**src/rtl/regfile_dump_if.sv**
```systemverilog
// Read-port and output-stream bundle for regfile_dump.
// master = dumper side, slave = register file plus beat sink.
interface regfile_dump_if #(
  parameter int ADDR_W = 5,
  parameter int DATA_W = 32
);
  logic [ADDR_W-1:0] rd_addr;
  logic [DATA_W-1:0] rd_data;
  logic              out_valid;
  logic              out_ready;
  logic [DATA_W-1:0] out_data;
  logic [ADDR_W-1:0] out_index;
  logic              out_last;

  modport master (
    output rd_addr,
    input  rd_data,
    output out_valid,
    input  out_ready,
    output out_data,
    output out_index,
    output out_last
  );

  modport slave (
    input  rd_addr,
    output rd_data,
    input  out_valid,
    output out_ready,
    input  out_data,
    input  out_index,
    input  out_last
  );
endinterface

```
**src/rtl/regfile_dump.sv**
```systemverilog
// Streams registers 0..NUM_REGS-1 out as valid/ready beats, one register read per FETCH.
// Define REGFILE_DUMP_CHECKSUM_EN to append an XOR checksum beat after the last register.
//
// state | meaning
// IDLE  | waiting for start
// FETCH | rd_data for the pointer is captured into the output beat
// SEND  | beat presented, held until the sink accepts
// CKSUM | checksum beat presented, held until accepted (checksum build only)
module regfile_dump #(
  parameter int NUM_REGS = 32,
  parameter int ADDR_W   = 5,
  parameter int DATA_W   = 32
) (
  input  logic           clk,
  input  logic           rst,
  input  logic           start,
  output logic           busy,
  output logic           done,
  regfile_dump_if.master bus
);

`ifdef REGFILE_DUMP_CHECKSUM_EN
  typedef enum logic [1:0] {IDLE = 2'd0, FETCH = 2'd1, SEND = 2'd2, CKSUM = 2'd3} state_t;
`else
  typedef enum logic [1:0] {IDLE = 2'd0, FETCH = 2'd1, SEND = 2'd2} state_t;
`endif

  localparam logic [ADDR_W-1:0] LAST_IDX = ADDR_W'(NUM_REGS - 1);

  state_t            state;
  logic [ADDR_W-1:0] ptr;
  logic              hs;
`ifdef REGFILE_DUMP_CHECKSUM_EN
  logic [DATA_W-1:0] acc;
`endif

  assign hs          = bus.out_valid && bus.out_ready;
  // The read address is the pointer itself, so it stays stable for the whole beat.
  assign bus.rd_addr = ptr;

  always_ff @(posedge clk) begin
    if (rst) begin
      state         <= IDLE;
      ptr           <= '0;
      bus.out_valid <= 1'b0;
      bus.out_data  <= '0;
      bus.out_index <= '0;
      bus.out_last  <= 1'b0;
      busy          <= 1'b0;
      done          <= 1'b0;
`ifdef REGFILE_DUMP_CHECKSUM_EN
      acc           <= '0;
`endif
    end else begin
      done <= 1'b0;
      case (state)
        IDLE: begin
          if (start) begin
            state <= FETCH;
            ptr   <= '0;
            busy  <= 1'b1;
`ifdef REGFILE_DUMP_CHECKSUM_EN
            acc   <= '0;
`endif
          end
        end

        FETCH: begin
          bus.out_data  <= bus.rd_data;
          bus.out_index <= ptr;
`ifdef REGFILE_DUMP_CHECKSUM_EN
          bus.out_last  <= 1'b0;
`else
          bus.out_last  <= (ptr == LAST_IDX);
`endif
          bus.out_valid <= 1'b1;
          state         <= SEND;
        end

        SEND: begin
          if (hs) begin
`ifdef REGFILE_DUMP_CHECKSUM_EN
            acc <= acc ^ bus.out_data;
`endif
            if (ptr == LAST_IDX) begin
`ifdef REGFILE_DUMP_CHECKSUM_EN
              // Fold the final data beat in directly so the checksum beat follows without a gap.
              bus.out_data  <= acc ^ bus.out_data;
              bus.out_index <= '0;
              bus.out_last  <= 1'b1;
              bus.out_valid <= 1'b1;
              state         <= CKSUM;
`else
              bus.out_valid <= 1'b0;
              busy          <= 1'b0;
              done          <= 1'b1;
              state         <= IDLE;
`endif
            end else begin
              bus.out_valid <= 1'b0;
              ptr           <= ptr + 1'b1;
              state         <= FETCH;
            end
          end
        end

`ifdef REGFILE_DUMP_CHECKSUM_EN
        CKSUM: begin
          if (hs) begin
            bus.out_valid <= 1'b0;
            busy          <= 1'b0;
            done          <= 1'b1;
            state         <= IDLE;
          end
        end
`endif

        default: begin
          state <= IDLE;
        end
      endcase
    end
  end

endmodule

```
**src/flat_wrapper.sv**
```systemverilog
// flat-port wrapper written by rule: the top's interface ports become plain ports
module regfile_dump_flat 
#(
  parameter int NUM_REGS = 32,
  parameter int ADDR_W   = 5,
  parameter int DATA_W   = 32
)
  (clk, rst, start, busy, done, bus_rd_addr, bus_rd_data, bus_out_valid, bus_out_ready, bus_out_data, bus_out_index, bus_out_last);
  regfile_dump_if #(.ADDR_W(ADDR_W), .DATA_W(DATA_W)) bus_i ();
  input  logic clk;
  input  logic rst;
  input  logic start;
  output logic busy;
  output logic done;
  output wire logic [$bits(bus_i.rd_addr)-1:0] bus_rd_addr;
  input wire logic [$bits(bus_i.rd_data)-1:0] bus_rd_data;
  output wire logic [$bits(bus_i.out_valid)-1:0] bus_out_valid;
  input wire logic [$bits(bus_i.out_ready)-1:0] bus_out_ready;
  output wire logic [$bits(bus_i.out_data)-1:0] bus_out_data;
  output wire logic [$bits(bus_i.out_index)-1:0] bus_out_index;
  output wire logic [$bits(bus_i.out_last)-1:0] bus_out_last;
  assign bus_rd_addr = bus_i.rd_addr;
  assign bus_i.rd_data = bus_rd_data;
  assign bus_out_valid = bus_i.out_valid;
  assign bus_i.out_ready = bus_out_ready;
  assign bus_out_data = bus_i.out_data;
  assign bus_out_index = bus_i.out_index;
  assign bus_out_last = bus_i.out_last;
  regfile_dump #(.NUM_REGS(NUM_REGS), .ADDR_W(ADDR_W), .DATA_W(DATA_W)) u_core (.clk(clk), .rst(rst), .start(start), .busy(busy), .done(done), .bus(bus_i));
endmodule
```
**config.mk**
```make
export PLATFORM = sky130hd
export DESIGN_NAME = regfile_dump_flat
export DESIGN_NICKNAME = d
export VERILOG_FILES = /design/src/rtl/regfile_dump_if.sv /design/src/rtl/regfile_dump.sv /design/src/flat_wrapper.sv
export SDC_FILE = /design/constraint.sdc
export NUM_CORES = 1
export LEC_CHECK = 0
export ABC_AREA = 0
export CORE_MARGIN = 2
export CORE_UTILIZATION = 30
export CTS_BUF_LIST = sky130_fd_sc_hd__clkbuf_4 sky130_fd_sc_hd__clkbuf_8
export CTS_CLUSTER_SIZE = 24
export DETAILED_ROUTE_END_ITERATION = 8
export GPL_TIMING_DRIVEN = 0
export SYNTH_ARGS = -nofsm -noshare
export SYNTH_HDL_FRONTEND = slang
export SYNTH_SLANG_ARGS = --single-unit
```
**constraint.sdc**
```tcl
create_clock -name clk -period 1.5 [get_ports clk]
set_input_delay 0.3 -clock clk [delete_from_list [all_inputs] [get_ports clk]]
set_output_delay 0.3 -clock clk [all_outputs]
set_load 0.005 [all_outputs]
```
**Word-level counts from Yosys, hierarchy flattened**

Index checks and enable logic that the tools add are counted.

- Bits in registers: 48
- Bits of input ports: 36

- Add/sub/neg operators: 1
- Eq/ne operators: 7
- Muxes and demuxes: 15
- Bitwise logic cells: 2
- Reduce and logical (&&, ||, !) cells: 9

Operators by type and width:

| operator | count |
|---|---|
| $mux W5 | 3 |
| $pmux W5 S2 | 1 |
| $reduce_and A4 Y1 | 2 |
| $mux W1 | 6 |
| $pmux W2 S3 | 1 |
| $add A5 B1 Y5 const B | 1 |
| $eq A5 B5 Y1 const B | 1 |
| $mux W2 | 2 |
| $ne A2 B1 Y1 const B | 2 |
| $ne A2 B2 Y1 const B | 2 |
| $pmux W1 S2 | 2 |
| $reduce_and A2 Y1 | 2 |
| $reduce_bool A2 Y1 | 2 |
| $reduce_or A3 Y1 | 1 |
| $eq A2 B1 Y1 const B | 1 |
| $eq A2 B2 Y1 const B | 1 |
| $logic_not A2 Y1 | 1 |
| $not A1 Y1 | 2 |
| $logic_and A1 B1 Y1 | 1 |

**Logic depth before layout (Yosys ltp)**

- Depth in word-level cells: 4
- Mapped depth: 6

**Worst setup path before layout**

No wires, ideal clock.

- Kind: register -> register
- Start: reg u_core.ptr[0] (netlist: u_core.bus.rd_addr[0])
- End: reg u_core.ptr[2] (netlist: u_core.bus.rd_addr[2])
- Setup time: 0.128 ns
- Arrival time: 1.515 ns
- Data required time: 1.372 ns
- Setup slack: -0.142 ns
- Stages on the path, launching flop included: 7
- Buffers on the path: 0
- Clock period less this slack: 1.642 ns
- Cell sequence: dfxtp_1 ha_1 and3_1 ha_1 nand4b_2 a221oi_2 o22ai_1

- Cells in the longest elaborated chain, start to end: 4
- Elaborated cells between the ends (all ways): 7
- Classes of those cells: add/sub (1); eq/ne (2); mux (3); reduce/logical (1)

Ends and longest elaborated chain:

| element | line | text |
|---|---|---|
| start: declaration | regfile_dump.sv:31 | `logic [ADDR_W-1:0] ptr;` |
| start signal: assignment | regfile_dump.sv:101 | `ptr <= ptr + 1'b1;` |
| $add A5 B1 Y5 | regfile_dump.sv:101 |  |
| $mux W5 | regfile_dump.sv:85 | `if (ptr == LAST_IDX) begin` |
| $mux W5 | regfile_dump.sv:81 | `if (hs) begin` |
| $pmux W5 S2 | regfile_dump.sv:56 | `case (state)` |

Several ways; a longest one is shown, not always the timed one. The select of a mux whose other input is x is not followed.
A chain may end at the register's enable or synchronous reset.

**Worst setup path in the final report**

- Start: reg u_core.ptr[1] (netlist: u_core.bus.rd_addr[1])
- End: reg u_core.state[0]

- Cells in the longest elaborated chain, start to end: 4

Ends and longest elaborated chain:

| element | line | text |
|---|---|---|
| $eq A5 B5 Y1 | regfile_dump.sv:85 |  |
| $mux W1 | regfile_dump.sv:85 |  |
| $mux W2 | regfile_dump.sv:81 |  |
| $pmux W2 S3 | regfile_dump.sv:56 |  |
| end signal: assignment | regfile_dump.sv:59 | `state <= FETCH;` |
| end signal: assignment | regfile_dump.sv:77 | `state <= SEND;` |
| end signal: assignment | regfile_dump.sv:97 | `state <= IDLE;` |
| end: declaration | regfile_dump.sv:30 | `state_t state;` |

Every way passes these cells. The select of a mux whose other input is x is not followed.

==> metrics.md <==
| Metric | Value |
|---|---|
| Status | `finished clean` |
| Ys flop type | `dfxtp_1` |
| Setup TNS | `0 ns` |
| Hold EP | `u_core.bus.out_index[4]` |
| Reg2Reg Depth | `6` |
| Setup Viol. Count Final | `0` |
| Top-count cell post-synth | `nand2_1` |
| Slew HR | `78.6%` |
| First-pass GRT wire length | `8160 µm` |
| Post-detailed-route count of antenna-violating nets | `0` |
| Crit path top cell by count | `ha_4` |
| Yosys reg bits | `48` |
| Required time worst endpoint | `1.73 ns` |
| Yosys top cell area share | `47.2%` |
| Die Area | `7460 µm²` |
| Critical path class | `reg2reg` |
| Clock latency on the worst-skew pair | `0.30 ns` |
| Starting Density | `30.4%` |
| Post-synth EDFFs | `0` |
| Final #Nets | `356` |
| CTS tree | `yes` |
| Share of layout cells above drive strength 1 | `33.2%` |
| Peak supply drop | `0.516 mV` |
| Initial DRT Pass Iterations | `4` |
| Achievable Freq | `0.673 GHz` |
| CP top delay family | `simple AND/OR/NAND/NOR gates` |
| Synth Net Count | `261` |
| Design area | `3240 µm²` |
| # hold bufs at CTS | `0` |
| R2R setup slack | `0.01 ns` |
| Period utilization | `99.1%` |
| Area of the multi-input gates | `951 µm²` |
| Max Slew Vio Count | `0` |
| Pwr/cell area | `954 nW/µm²` |
| I/O Pins | `82` |
| Starting DRT DRC Count | `45` |
| R2R Path Start | `u_core.bus.rd_addr[1]` |
| Die height | `86.4 µm` |
| Total wire length | `4900 µm` |
| Clock sink total | `48` |
| Final Hold Viols | `0` |
| Leakage power | `1.23 nW` |
| CP max-delay cell | `dfxtp_4` |
| Area of the mapped netlist | `2030 µm²` |
| Via/cell ratio | `4.50` |
| Synth area leader | `dfxtp_1` |
| Final worst path period need | `1.49 ns` |
| Register Area | `1000 µm²` |
| Routed len/inst | `12.3 µm` |
| Seq/Total Area, Yosys | `47.2%` |
| Initial antenna violation count | `0` |
| Worst slew pin tran | `0.320 ns` |
| Hold Path Cell Cnt | `2` |
| Rows | `30` |
| Crit-path max FO | `4` |
| Reg clk slew, reported paths | `0.09 ns` |
| RSZ-0062 raised after global routing | `yes` |
| Global placer's final weighted congestion | `0.727` |
| Clk root buf | `clkbuf_8` |
| Synth warn | `0` |
| HP Start | `u_core.bus.out_index[4]` |
| Vias in the first global route | `1798` |
| Reg2reg end | `u_core.state[0]` |
| Chip Width | `86.4 µm` |
| Final Util | `48.5%` |
| CP arrival | `1.72 ns` |
| Post-DP HPWL | `3360 µm` |
| Gr usage total | `13.5%` |
| Max incr delay on CP | `0.37 ns` |
| Antenna cells | `0` |
| Port Buffer Count | `81` |
| Pin count of the biggest net entering global routing | `16` |
| Post-synthesis cell count | `223` |
| Num CTS Buffers | `5` |
| Worst setup EP type | `flop` |
| Cell Area, Placed | `2960 µm²` |
| Clock buffer depth | `2` |
| Number of H-tree levels | `2` |
| Area growth syn-to-layout | `59.4%` |
| Hold slack | `0.454 ns` |
| Number of distinct library cells after synthesis | `34` |
| Crit-path cells | `ha_4 > and3_4 > ha_4 > nand4b_4 > a21oi_2 > nor2b_1` |
| Async SR Flop Fraction | `0%` |
| Total gr overflow | `0` |
| # Max-Cap Violations | `0` |
| Max Clock Skew | `0.00530 ns` |
| DR vias | `1796` |
| Top post-synthesis cells by count | `nand2_1 (59), dfxtp_1 (48), a21oi_2 (21)` |
| DRC Markers | `0` |
| Crit path buf inv count | `0` |
| Tightest Hold Check Type | `reg2reg` |
| Crit path launch type | `flop` |
| Fill count | `669` |
| Area contributors post-synth | `dfxtp_1 (47%), nand2_1 (11%), a21oi_2 (9.0%)` |
| Mean Syn Cell Area | `9.12 µm²` |
| Core area | `6680 µm²` |
[power by group]
| group | total [mW] | leakage, nW | switching [mW] | internal (mW) |
|---|---|---|---|---|
| clock | 1.28 | 0.0784 | 0.443 | 0.833 |
| sequential | 1.36 | 0.403 | 0.0357 | 1.32 |
| combinational | 0.459 | 0.745 | 0.194 | 0.265 |
[cell type report]
class	count	area share (%)
buffer	15	4.55
clock buffer	5	2.12
clock inverter	3	2.78
inverter	4	0.463
multi-input combinational	156	29.3
sequential	48	30.9
tap	80	3.09
timing repair buffer	88	26.7
[what timing repair did]
| action | in CTS | in global routing |
|---|---|---|
| gates resized for setup | 20 | 22 |
| setup buffers | 4 | 3 |
| hold endpoints to repair | 0 | 0 |
| pin swaps | 7 | 3 |
| endpoints found under the setup margin | 16 | 28 |
[flip-flops by register name (all words and copies together), names as in the netlist]
signal	cells
u_core.busy	1
u_core.bus.rd_addr	5
u_core.bus.out_index	5
u_core.done	1
u_core.bus.out_last	1
u_core.bus.out_data	32
u_core.state	2
u_core.bus.out_valid	1
[cells by family after synthesis]
family,count (synthesis),synth area share [%]
adder cells (fa/ha/maj),2,1.23
AO/OA/AOI/OAI,51,17.7
AND/OR/NAND/NOR,103,25.9
flip-flops,48,47.2
buffers and inverters,19,7.99
[metal layers]
layer	share of wire, %	up-vias	track usage (%)	routed length (µm)
met5	0	-	0	0
met4	0.82	0	3.84	40
met3	7.6	5	4.67	372
met2	46	57	22.9	2250
met1	46	810	16.2	2240
li1	-	924	-	-
[metrics by stage]
step	setup slack (ns)	cells	power (mW)
2_1_floorplan	0.00193	223	1.62
3_3_place_gp	-0.178	384	1.86
3_5_place_dp	-0.162	384	1.86
4_1_cts	-0.0153	396	3.14
5_1_grt	-0.0752	399	3.24
6_report	0.0139	399	3.09
[worst max path at each step]
stage                               start  cells past startpoint                 endpoint  slack, ns
floorplan           u_core.bus.rd_addr[1]                      6    u_core.bus.rd_addr[2]      0.002
global placement                      rst                      4          u_core.state[1]      -0.18
detailed placement                    rst                      4  u_core.bus.out_data[28]      -0.16
CTS                 u_core.bus.rd_addr[1]                      6    u_core.bus.rd_addr[2]      -0.02
global route        u_core.bus.rd_addr[1]                      6    u_core.bus.rd_addr[2]      -0.08
finish              u_core.bus.rd_addr[1]                      6          u_core.state[0]       0.01
[worst min-delay path: stages, from the launching register on]
cell     delay [ns]
dfxtp_1        0.31
nand2_1        0.05
a21oi_1        0.05
[placed cells by master (no fill, tap or decap), drive strengths merged]
| cell type | instances |
|---|---|
| nand3b | 1 |
| a21oi | 41 |
| o311ai | 1 |
| o31ai | 1 |
| nand2 | 79 |
| nand4b | 1 |
| clkbuf | 5 |
| clkdlybuf4s50 | 72 |
| o22ai | 1 |
| dlygate4sd2 | 5 |
| nor3b | 2 |
| inv | 4 |
| nand2b | 3 |
| nand4 | 3 |
| a31oi | 2 |
| and3b | 1 |
| o21bai | 1 |
| and3 | 2 |
| buf | 22 |
| nor2b | 3 |
| dlymetal6s2s | 4 |
| nor2 | 2 |
| a211oi | 1 |
| dfxtp | 48 |
| nand3 | 5 |
| bufinv | 3 |
| ha | 2 |
| and2b | 1 |
| o21ai | 2 |
| a221oi | 1 |
(Power assumes the default switching activity.)
